$ cat src/rtl/cpu_control_unit_pkg.sv
// Shared definitions for the PIC10-compatible CPU: Q-phase encoding, stack depth,
// status bit positions and the instruction decoder used by the control unit.
package cpu_control_unit_pkg;

    typedef enum logic [1:0] {
        Q1 = 2'd0,
        Q2 = 2'd1,
        Q3 = 2'd2,
        Q4 = 2'd3
    } phase_e;

    localparam int         STACK_DEPTH = 2;
    localparam logic [4:0] PCL_ADDR    = 5'h02;
    localparam int         STATUS_C    = 0;
    localparam int         STATUS_DC   = 1;
    localparam int         STATUS_Z    = 2;

    typedef struct packed {
        logic       f_read;
        logic       w_dest;
        logic       f_dest;
        logic       option_wr;
        logic [2:0] tris_wr;
        logic       goto_op;
        logic       call_op;
        logic       retlw_op;
        logic       skip_on_z;
        logic       skip_on_nz;
    } decode_t;

    function automatic decode_t decode(input logic [11:0] ir);
        decode_t d;
        // NOTE: every field gets a default before the case so the decode stays
        // purely combinational; a missing default here would infer latches.
        d = '0;
        casez (ir)
            12'b0000_0000_0010: d.option_wr = 1'b1;
            12'b0000_0000_0101: d.tris_wr   = 3'b001;
            12'b0000_0000_0110: d.tris_wr   = 3'b010;
            12'b0000_0000_0111: d.tris_wr   = 3'b100;
            12'b0000_001?_????: d.f_dest    = 1'b1;   // MOVWF
            12'b0000_010?_????: d.w_dest    = 1'b1;   // CLRW
            12'b0000_011?_????: d.f_dest    = 1'b1;   // CLRF
            12'b0000_1???_????,
            12'b0001_????_????,
            12'b001?_????_????: begin
                d.f_read    = 1'b1;
                d.w_dest    = ~ir[5];
                d.f_dest    = ir[5];
                d.skip_on_z = (ir[11:6] == 6'b001011) || (ir[11:6] == 6'b001111);
            end
            12'b010?_????_????: begin                 // BCF / BSF
                d.f_read = 1'b1;
                d.f_dest = 1'b1;
            end
            12'b0110_????_????: begin                 // BTFSC: Z=1 means bit clear
                d.f_read    = 1'b1;
                d.skip_on_z = 1'b1;
            end
            12'b0111_????_????: begin                 // BTFSS
                d.f_read     = 1'b1;
                d.skip_on_nz = 1'b1;
            end
            12'b1000_????_????: begin                 // RETLW
                d.w_dest   = 1'b1;
                d.retlw_op = 1'b1;
            end
            12'b1001_????_????: d.call_op = 1'b1;
            12'b101?_????_????: d.goto_op = 1'b1;
            12'b11??_????_????: d.w_dest  = 1'b1;     // MOVLW/IORLW/ANDLW/XORLW
            default: ;
        endcase
        return d;
    endfunction

endpackage

$ cat src/rtl/cpu_control_unit_stack.sv
// Hardware return stack: push shifts entries down, pop shifts them up; overflow
// drops the oldest entry and underflow returns whatever is left.
module cpu_stack
    import cpu_control_unit_pkg::*;
#(
    parameter int W = 9
) (
    input  logic         clk,
    input  logic         resetn,
    input  logic         push,
    input  logic         pop,
    input  logic [W-1:0] din,
    output logic [W-1:0] dout
);

    logic [W-1:0] stk_q [STACK_DEPTH];

    // NOTE: this small register array is reset like the rest of the state so a
    // pop from an empty stack after reset returns zero rather than X.
    always_ff @(posedge clk) begin
        if (!resetn) begin
            stk_q <= '{default: '0};
        end else if (push) begin
            stk_q[0] <= din;
            for (int i = 1; i < STACK_DEPTH; i++) stk_q[i] <= stk_q[i-1];
        end else if (pop) begin
            for (int i = 0; i < STACK_DEPTH - 1; i++) stk_q[i] <= stk_q[i+1];
        end
    end

    assign dout = stk_q[0];

endmodule

$ cat src/rtl/cpu_control_unit.sv
// Instruction sequencer: Q1-Q4 phase counter, instruction register, write-strobe
// decode, PC/stack update and forced-NOP insertion for skips and branches.
module cpu_control_unit
    import cpu_control_unit_pkg::*;
#(
    parameter int              PC_W     = 9,
    parameter logic [PC_W-1:0] RESET_PC = '0
) (
    input  logic            clk,
    input  logic            resetn,
    input  logic [11:0]     instr_in,
    input  logic            alu_z_in,
    input  logic            alu_c_load_in,
    input  logic            alu_dc_load_in,
    input  logic            alu_z_load_in,
    output logic [PC_W-1:0] pc_out,
    output logic [11:0]     alu_op_out,
    output logic [1:0]      phase_out,
    output logic [4:0]      f_addr_out,
    output logic            f_read_out,
    output logic            f_write_out,
    output logic            w_write_out,
    output logic            status_c_we,
    output logic            status_dc_we,
    output logic            status_z_we,
    output logic            option_write_out,
    output logic [2:0]      tris_write_out
);

    phase_e          phase_q;
    logic [PC_W-1:0] pc_q;
    logic [11:0]     ir_q;
    logic            kill_q;
    logic            kill_hold_q;

    decode_t         dec;
    logic [PC_W-1:0] pc_inc;
    logic [PC_W-1:0] stack_top;
    logic            in_q4;
    logic            skip_hit;

    assign dec      = decode(ir_q);
    assign pc_inc   = pc_q + PC_W'(1);
    assign in_q4    = (phase_q == Q4);
    assign skip_hit = (dec.skip_on_z & alu_z_in) | (dec.skip_on_nz & ~alu_z_in);

    cpu_stack #(.W(PC_W)) u_stack (
        .clk    (clk),
        .resetn (resetn),
        .push   (in_q4 & dec.call_op),
        .pop    (in_q4 & dec.retlw_op),
        .din    (pc_inc),
        .dout   (stack_top)
    );

    // NOTE: all state here is updated with non-blocking assignments so every
    // branch of the phase case sees the values from before this edge.
    always_ff @(posedge clk) begin
        if (!resetn) begin
            phase_q     <= Q1;
            pc_q        <= RESET_PC;
            ir_q        <= '0;
            kill_q      <= 1'b0;
            kill_hold_q <= 1'b0;
        end else begin
            phase_q <= phase_e'(phase_q + 2'd1);
            unique case (phase_q)
                Q1: begin
                    ir_q   <= kill_q ? 12'h000 : instr_in;
                    kill_q <= 1'b0;
                end
                Q3: begin
                    if (skip_hit) begin
                        kill_q      <= 1'b1;
                        kill_hold_q <= 1'b0;
                    end
                end
                Q4: begin
                    kill_hold_q <= 1'b0;
                    if (dec.goto_op || dec.call_op || dec.retlw_op) begin
                        kill_q      <= 1'b1;
                        kill_hold_q <= 1'b1;
                        if (dec.goto_op)      pc_q <= PC_W'(ir_q[8:0]);
                        else if (dec.call_op) pc_q <= PC_W'({1'b0, ir_q[7:0]});
                        else                  pc_q <= stack_top;
                    end else if (!kill_hold_q) begin
                        pc_q <= pc_inc;
                    end
                end
                default: ;
            endcase
        end
    end

    // A forced NOP clears ir_q, so its decode already yields no strobes.
    assign pc_out           = pc_q;
    assign alu_op_out       = ir_q;
    assign phase_out        = phase_q;
    assign f_addr_out       = ir_q[4:0];
    assign f_read_out       = dec.f_read & (phase_q == Q2);
    assign f_write_out      = dec.f_dest & in_q4;
    assign w_write_out      = dec.w_dest & in_q4;
    assign option_write_out = dec.option_wr & in_q4;
    assign tris_write_out   = dec.tris_wr & {3{in_q4}};
    assign status_c_we      = alu_c_load_in & in_q4;
    assign status_dc_we     = alu_dc_load_in & in_q4;
    assign status_z_we      = alu_z_load_in & in_q4;

endmodule

$ cat config.mk
export PLATFORM = sky130hd
export DESIGN_NAME = cpu_control_unit
export DESIGN_NICKNAME = d
export VERILOG_FILES = /design/src/rtl/cpu_control_unit_pkg.sv /design/src/rtl/cpu_control_unit_stack.sv /design/src/rtl/cpu_control_unit.sv
export SDC_FILE = /design/constraint.sdc
export NUM_CORES = 1
export LEC_CHECK = 0
export CAP_MARGIN = 10
export CORE_MARGIN = 5
export CORE_UTILIZATION = 40
export DETAILED_ROUTE_END_ITERATION = 8
export PLACE_DENSITY = 0.69
export SLEW_MARGIN = 20
export SYNTH_ARGS = -nofsm -noshare
export SYNTH_HDL_FRONTEND = slang
export SYNTH_SLANG_ARGS = --single-unit
$ cat constraint.sdc
create_clock -name clk -period 3.71 [get_ports clk]
set_clock_uncertainty 0.05 [all_clocks]
set_input_delay 0.742 -clock clk [delete_from_list [all_inputs] [get_ports clk]]
set_output_delay 0.742 -clock clk [all_outputs]
set_load 0.1 [all_outputs]
==> results of run 1 <==
-- synth_stat cells, types with 5 or more instances --
library cell	instances
and2_1	7
o21ai_0	11
o211ai_1	5
dfxtp_1	43
nand3_1	20
clkbuf_1	8
nor2_1	11
nand2_1	31
inv_1	8
a21boi_1	7
xnor2_1	5
ha_1	5
buf_2	5
nor2b_1	26
a21oi_1	19
a21boi_0	5
nor3_1	5
buf_4	7
-- sequential cells by signal, indices dropped and copies added (netlist names) --
name / count
u_stack.dout: 9
kill_hold_q: 1
u_stack.stk_q: 9
kill_q: 1
pc_out: 9
phase_out: 2
alu_op_out: 12
-- how the worst min path moves through the flow --
stage                                     to  slack [ns]  cells after the start
2_1_floorplan  u_stack.stk_q[7]$_SDFFE_PN0P_        0.39                      2
3_3_place_gp   u_stack.stk_q[7]$_SDFFE_PN0P_        0.39                      2
3_5_place_dp   u_stack.stk_q[8]$_SDFFE_PN0P_        0.40                      2
4_1_cts        u_stack.stk_q[8]$_SDFFE_PN0P_        0.41                      2
5_1_grt        u_stack.stk_q[4]$_SDFFE_PN0P_        0.42                      2
6_report       u_stack.stk_q[8]$_SDFFE_PN0P_        0.41                      2
-- layout make-up --
class,count,area share (%)
multi-input cells,218,46.58
flip-flops and latches,43,27.70
repair buffers,61,17.95
well taps,75,3.019
clock buffers,6,2.657
clock inverters,2,1.127
inverters,8,0.9662
-- stage by stage --
stage               setup slack (ns)  power (W)  instances  TNS, ns  area (um2)
floorplan                    -0.3745  0.0008013        292  -0.3745        2480
global placement               1.206  0.0008808        405        0        2990
detailed placement             1.170  0.0008824        405        0        2990
CTS                           0.8230   0.001264        413        0        3108
global route                  0.6599   0.001309        413        0        3108
finish                        0.8251   0.001258        413        0        3108
-- per-layer routing --
metal	track usage [%]	part of all wire [%]
met1	23.32	47
met2	25.75	47
met3	3.857	4.6
met4	5.769	1.5
met5	0	0
-- cells by family after synthesis --
| family | Yosys count | share of synthesized area [%] |
|---|---|---|
| XOR/XNOR | 5 | 1.794 |
| adder cells (fa/ha/maj) | 5 | 2.563 |
| AO/OA/AOI/OAI | 78 | 21.73 |
| flip-flops | 43 | 35.26 |
| buffers and inverters | 31 | 7.022 |
| multiplexers | 7 | 3.485 |
| AND/OR/NAND/NOR | 123 | 28.14 |
-- layout by cell type, fill, tap and decap left out, types with 3 or more instances in the layout --
master,n
o21a_1,3
inv_1,8
nand2_1,31
a21boi_0,5
dfxtp_1,43
o31ai_1,4
buf_4,21
mux2_2,4
o21ai_1,3
clkdlybuf4s50_1,40
ha_1,5
a21boi_1,7
clkbuf_8,6
nor2_1,10
and2_1,7
o22ai_1,4
nand3_1,20
nor2b_1,26
nor4_1,4
nor3_1,3
o21ai_0,11
o211ai_1,5
a21oi_1,18
xnor2_1,5
-- tightest hold or removal path, stage by stage, from the launching register on --
cell	delay (ns)
dfxtp_1	0.31
nand2_1	0.05
a21boi_1	0.05
-- report_power, final --
group          switching [W]  internal (W)
Combinational       0.000257      0.000104
Sequential         0.0000334      0.000478
Clock               0.000168      0.000218
Total               0.000458      0.000799
==> metrics.md, run 1 <==
| Metric | Value |
|---|---|
| Outcome | `finished, final reports clean` |
| Antenna diodes | `0` |
| Largest net degree at the start of global routing | `26` |
| CTS Buf Count | `5` |
| Worst rel slew slack | `about a third` |
| Crit share post-route | `roughly 80%` |
| Root buffer cell | `clkbuf_8` |
| P_leak | `1.053 nW` |
| RR Startpoint | `phase_out[0]$_SDFF_PN0_` |
| Die ar. | `approximately 7800 um2` |
| Critical Path Start | `phase_out[0]$_SDFF_PN0_` |
| Async set-reset flop share out of synthesis | `0%` |
| Synth top area cells | `dfxtp_1 (35%), nor2b_1 (6.7%), nand2_1 (4.8%)` |
| CTS tree | `yes` |
| Worst Hold Slack | `around 0.41 ns` |
| Crit path to | `tris_write_out[1]` |
| H-tree levels | `2` |
| Clk sinks | `43` |
| Buf+Inv Stages, Crit Path | `2` |
| Kind of end point of the critical path | `output port` |
| Synth Area per Inst | `8.360 um2` |
| Yosys warns | `0` |
| IR drop worst, VDD | `220.5 uV` |
| GPL Wtd Cong | `0.8268` |
| Via Count | `2213` |
| RSZ-0062 raised after global routing | `no` |
| Area Overhead vs Synth | `27.32%` |
| Share of layout cells above drive strength 1 | `16.27%` |
| CTS resizes | `0` |
| Crit path max-delay family | `simple AND/OR/NAND/NOR gates` |
| Detailed placement HPWL | `4712 um` |
| Global-route usage over all layers | `16.82%` |
| Hold-fix buffers at CTS | `0` |
| Fillcell total | `552` |
| Total grt overflow | `0` |
| Clk_lat worst skew | `approximately 0.30 ns` |
| Worst r2r dst | `u_stack.dout[0]$_SDFFE_PN0P_` |
| Worst Path Arrival | `2.09 ns` |
| CP max-delay cell | `dfxtp_1` |
| Reg2reg path depth | `6` |
| EDFF count, synth | `0` |
| Sequential area share after synthesis | `35.26%` |
| First-pass GRT wire length | `~10000 um` |
| Cells along the critical path | `ha_1, buf_4, nor2b_1, nand4_1, nor3b_2, buf_4` |
| Crit path time final | `2.885 ns` |
| IO Count | `56` |
| Count of cell types in the netlist | `56` |
| Initial DRC Count | `137` |
| Vias per cell | `5.358` |
| Post-route ant nets | `0` |
| Max-slew violation count | `0` |
| Max Cap Violations | `0` |
| Final setup fails | `0` |
| Clock-pin slew on the worst setup and hold paths | `0.08 ns` |
| Worst setup SP type | `flop` |
| Levels on crit path | `6` |
| Post-CTS Setup Inserts | `0` |
| Register bit count reported by yosys | `between 40 and 50` |
| Register area | `860.8 um2` |
| Top FF cell, synth | `dfxtp_1` |
| Multi-input gate area | `1448 um2` |
| Power density over the cells | `404.7 nW/um2` |
| Routed wire length per instance | `15.64 um` |
| Cell count after synthesis | `292` |
| Slowest stage delay, CP | `0.41 ns` |
| Final Hold Viols | `0` |
| Hold path start | `u_stack.stk_q[8]$_SDFFE_PN0P_` |
| Die extent in x | `just under 90 um` |
| Syn_nets | `315` |
| Detailed Routing Iterations Pass 1 | `4` |
| Hold Path Class | `flop to flop` |
| Core Util, Final | `52.49%` |
| Post-synth top area cell | `dfxtp_1` |
| Core Area | `5921 um2` |
| Die height | `88.12 um` |
| Reg-to-reg setup timing slack | `1.52 ns` |
| Initial antenna violation count | `0` |
| Rows | `28` |
| Mapped Area | `2441 um2` |
| Initial Util | `41.23%` |
| # DRC | `0` |
| CP most frequent cell | `buf_4` |
| Fin nets | `360` |
| Drt total wl | `approximately 6500 um` |
| Slew @ Worst Pin | `0.9851 ns` |
| Worst EP required | `2.92 ns` |
| CTS max path bufs | `2` |
| Port Buffers | `55` |
| Share of the synthesized area in the top cell type | `35.26%` |
| Vias in the first global route | `1986` |
| Critical path type | `flop to output port` |
| Fmax | `around 350 MHz` |
| Critical Path Fanout Max | `13` |
Note: power is estimated with default switching activity, not from simulation.
==> inputs of run 2 (changes only) <==
Clock period 3.71 ns to 2.95 ns, I/O delays scaled along.
==> metrics.md, run 2 (synthesis gave the netlist of run 1 again) <==
| Metric | Value |
|---|---|
| Worst Hold Slack | `0.4081 ns` |
| Largest net degree at the start of global routing | `between 40 and 50` |
| Die extent in x | `between 80 and 90 um` |
| Max Cap Violations | `0` |
| RSZ-0062 raised after global routing | `no` |
| Slew @ Worst Pin | `0.5535 ns` |
| Initial DRC Count | `~150` |
| IO Count | `56` |
| Largest register FFs | `12` |
| Post-route ant nets | `0` |
| Global-route usage over all layers | `~18%` |
| H-tree levels | `2` |
| Clk_lat worst skew | `0.30 ns` |
| Post-Layout Cell Count | `412` |
| Dpl cell area | `3079 um2` |
| Post-CTS Setup Inserts | `0` |
| Rows | `28` |
| Kind of end point of the critical path | `output port` |
| Crit path max-delay family | `simple AND/OR/NAND/NOR gates` |
| Power density over the cells | `around 490 nW/um2` |
| Core Area | `5921 um2` |
| Via Count | `roughly 2200` |
| P_leak | `1.120 nW` |
| Critical path type | `flop to output port` |
| Hold-fix buffers at CTS | `0` |
| Worst Path Arrival | `1.94 ns` |
| Outcome | `finished, final reports clean` |
| Final setup fails | `0` |
| Final Hold Viols | `0` |
| Worst setup SP type | `flop` |
| GRT met1 Usage | `25.86%` |
| Multi-input gate area | `between 1000 and 1500 um2` |
| IR drop worst, VDD | `around 290 uV` |
| CP max-delay cell | `dfxtp_4` |
| Drt total wl | `approximately 6600 um` |
| Die height | `88.12 um` |
| CTS Buf Count | `5` |
| Buf+Inv Stages, Crit Path | `1` |
| Max-slew violation count | `0` |
| Routed wire length per instance | `about 16 um` |
| Register area | `approximately 880 um2` |
| Gr busiest metal | `met2` |
| DP Cell Count | `404` |
| M2 GR Usage | `26.85%` |
| Die ar. | `7765 um2` |
| Clk sinks | `43` |
| Clock-pin slew on the worst setup and hold paths | `roughly 0.08 ns` |
| Vias in the first global route | `2111` |
| Critical Path Fanout Max | `13` |
| Worst EP required | `2.31 ns` |
| Area Overhead vs Synth | `30.75%` |
| Detailed Routing Iterations Pass 1 | `4` |
| Vias per cell | `5.379` |
| Fillcell total | `541` |
| Antenna diodes | `0` |
| CTS max path bufs | `2` |
| Share of layout cells above drive strength 1 | `between 20 and 30%` |
| Cells along the critical path | `ha_4, nor2b_1, nand4_1, nor3b_4, buf_12` |
| Fin nets | `359` |
| Slowest stage delay, CP | `0.38 ns` |
| M3 GR Usage | `3.481%` |
| Total grt overflow | `0` |
| # DRC | `0` |
| Detailed placement HPWL | `4721 um` |
| Setup TNS | `0 ns` |
| CTS resizes | `0` |
| Root buffer cell | `clkbuf_8` |
| Worst rel slew slack | `~63%` |
| Hold Path Class | `flop to flop` |
| First-pass GRT wire length | `10870 um` |
| Setup WS pre-CTS | `0.6975 ns` |
| Crit share post-route | `87.59%` |
| Initial antenna violation count | `0` |
| GPL Wtd Cong | `0.8049` |
| Initial Util | `41.23%` |
| CTS tree | `yes` |
| Final WS setup | `0.3661 ns` |
| Fmax | `around 390 MHz` |
| Commonest non-fill, non-tap cells in the layout | `dfxtp_1 (34), buf_4 (34), nand2_1 (31)` |
| Port Buffers | `55` |
| Fin area | `roughly 3200 um2` |
| Crit path time final | `2.584 ns` |
[run 2: worst reg2reg max path, delay by kind of cell, from the launching register on]
family / cells / cell delay, ns
DFF: 1 / 0.33
AOI/OAI and AO/OA: 2 / 0.28
buffers and inverters: 1 / 0.22
and+or+nand+nor: 1 / 0.49
muxes: 1 / 0.43
[run 2: cell type report]
class                           count  area share, %
Timing Repair Buffer               60          18.97
Inverter                            8         0.9408
Multi-Input combinational cell    218          46.14
Clock buffer                        7          3.371
Sequential cell                    43          27.48
Tap cell                           75          2.940
Clock inverter                      1         0.1568
[run 2: final timing paths]
path	depth (start not counted)	from	end	slack, ns
worst max-delay path	5	phase_out[0]$_SDFF_PN0_	tris_write_out[1]	0.37
worst min-delay path	2	u_stack.stk_q[5]$_SDFFE_PN0P_	u_stack.stk_q[5]$_SDFFE_PN0P_	0.41
worst max register to register	5	alu_op_out[8]$_SDFFE_PN0N_	pc_out[5]$_SDFFE_PN0P_	1.04
worst min register to register	2	u_stack.stk_q[5]$_SDFFE_PN0P_	u_stack.stk_q[5]$_SDFFE_PN0P_	0.41
[run 2: power breakdown]
group	switching, W	internal (W)	leakage, nW	total [W]
registers	0.0000404	0.000603	0.353	0.000643
clock network	0.000214	0.000240	0.0594	0.000454
logic	0.000331	0.000135	0.708	0.000466
[run 2: stage by stage]
stage | total power [W] | utilization (%)
global placement | 0.001118 | 52.01
global route | 0.001630 | 53.91
detailed placement | 0.001122 | 52.01
CTS | 0.001567 | 53.91
finish | 0.001563 | 53.91
floorplan | 0.001015 | -
[run 2: per-layer routing]
| metal | routed length (um) | up-vias |
|---|---|---|
| met5 | 0 | - |
| met4 | 86 | 0 |
| met2 | 3023 | 59 |
| met1 | 3142 | 1033 |
| li1 | - | 1114 |
| met3 | 373 | 10 |
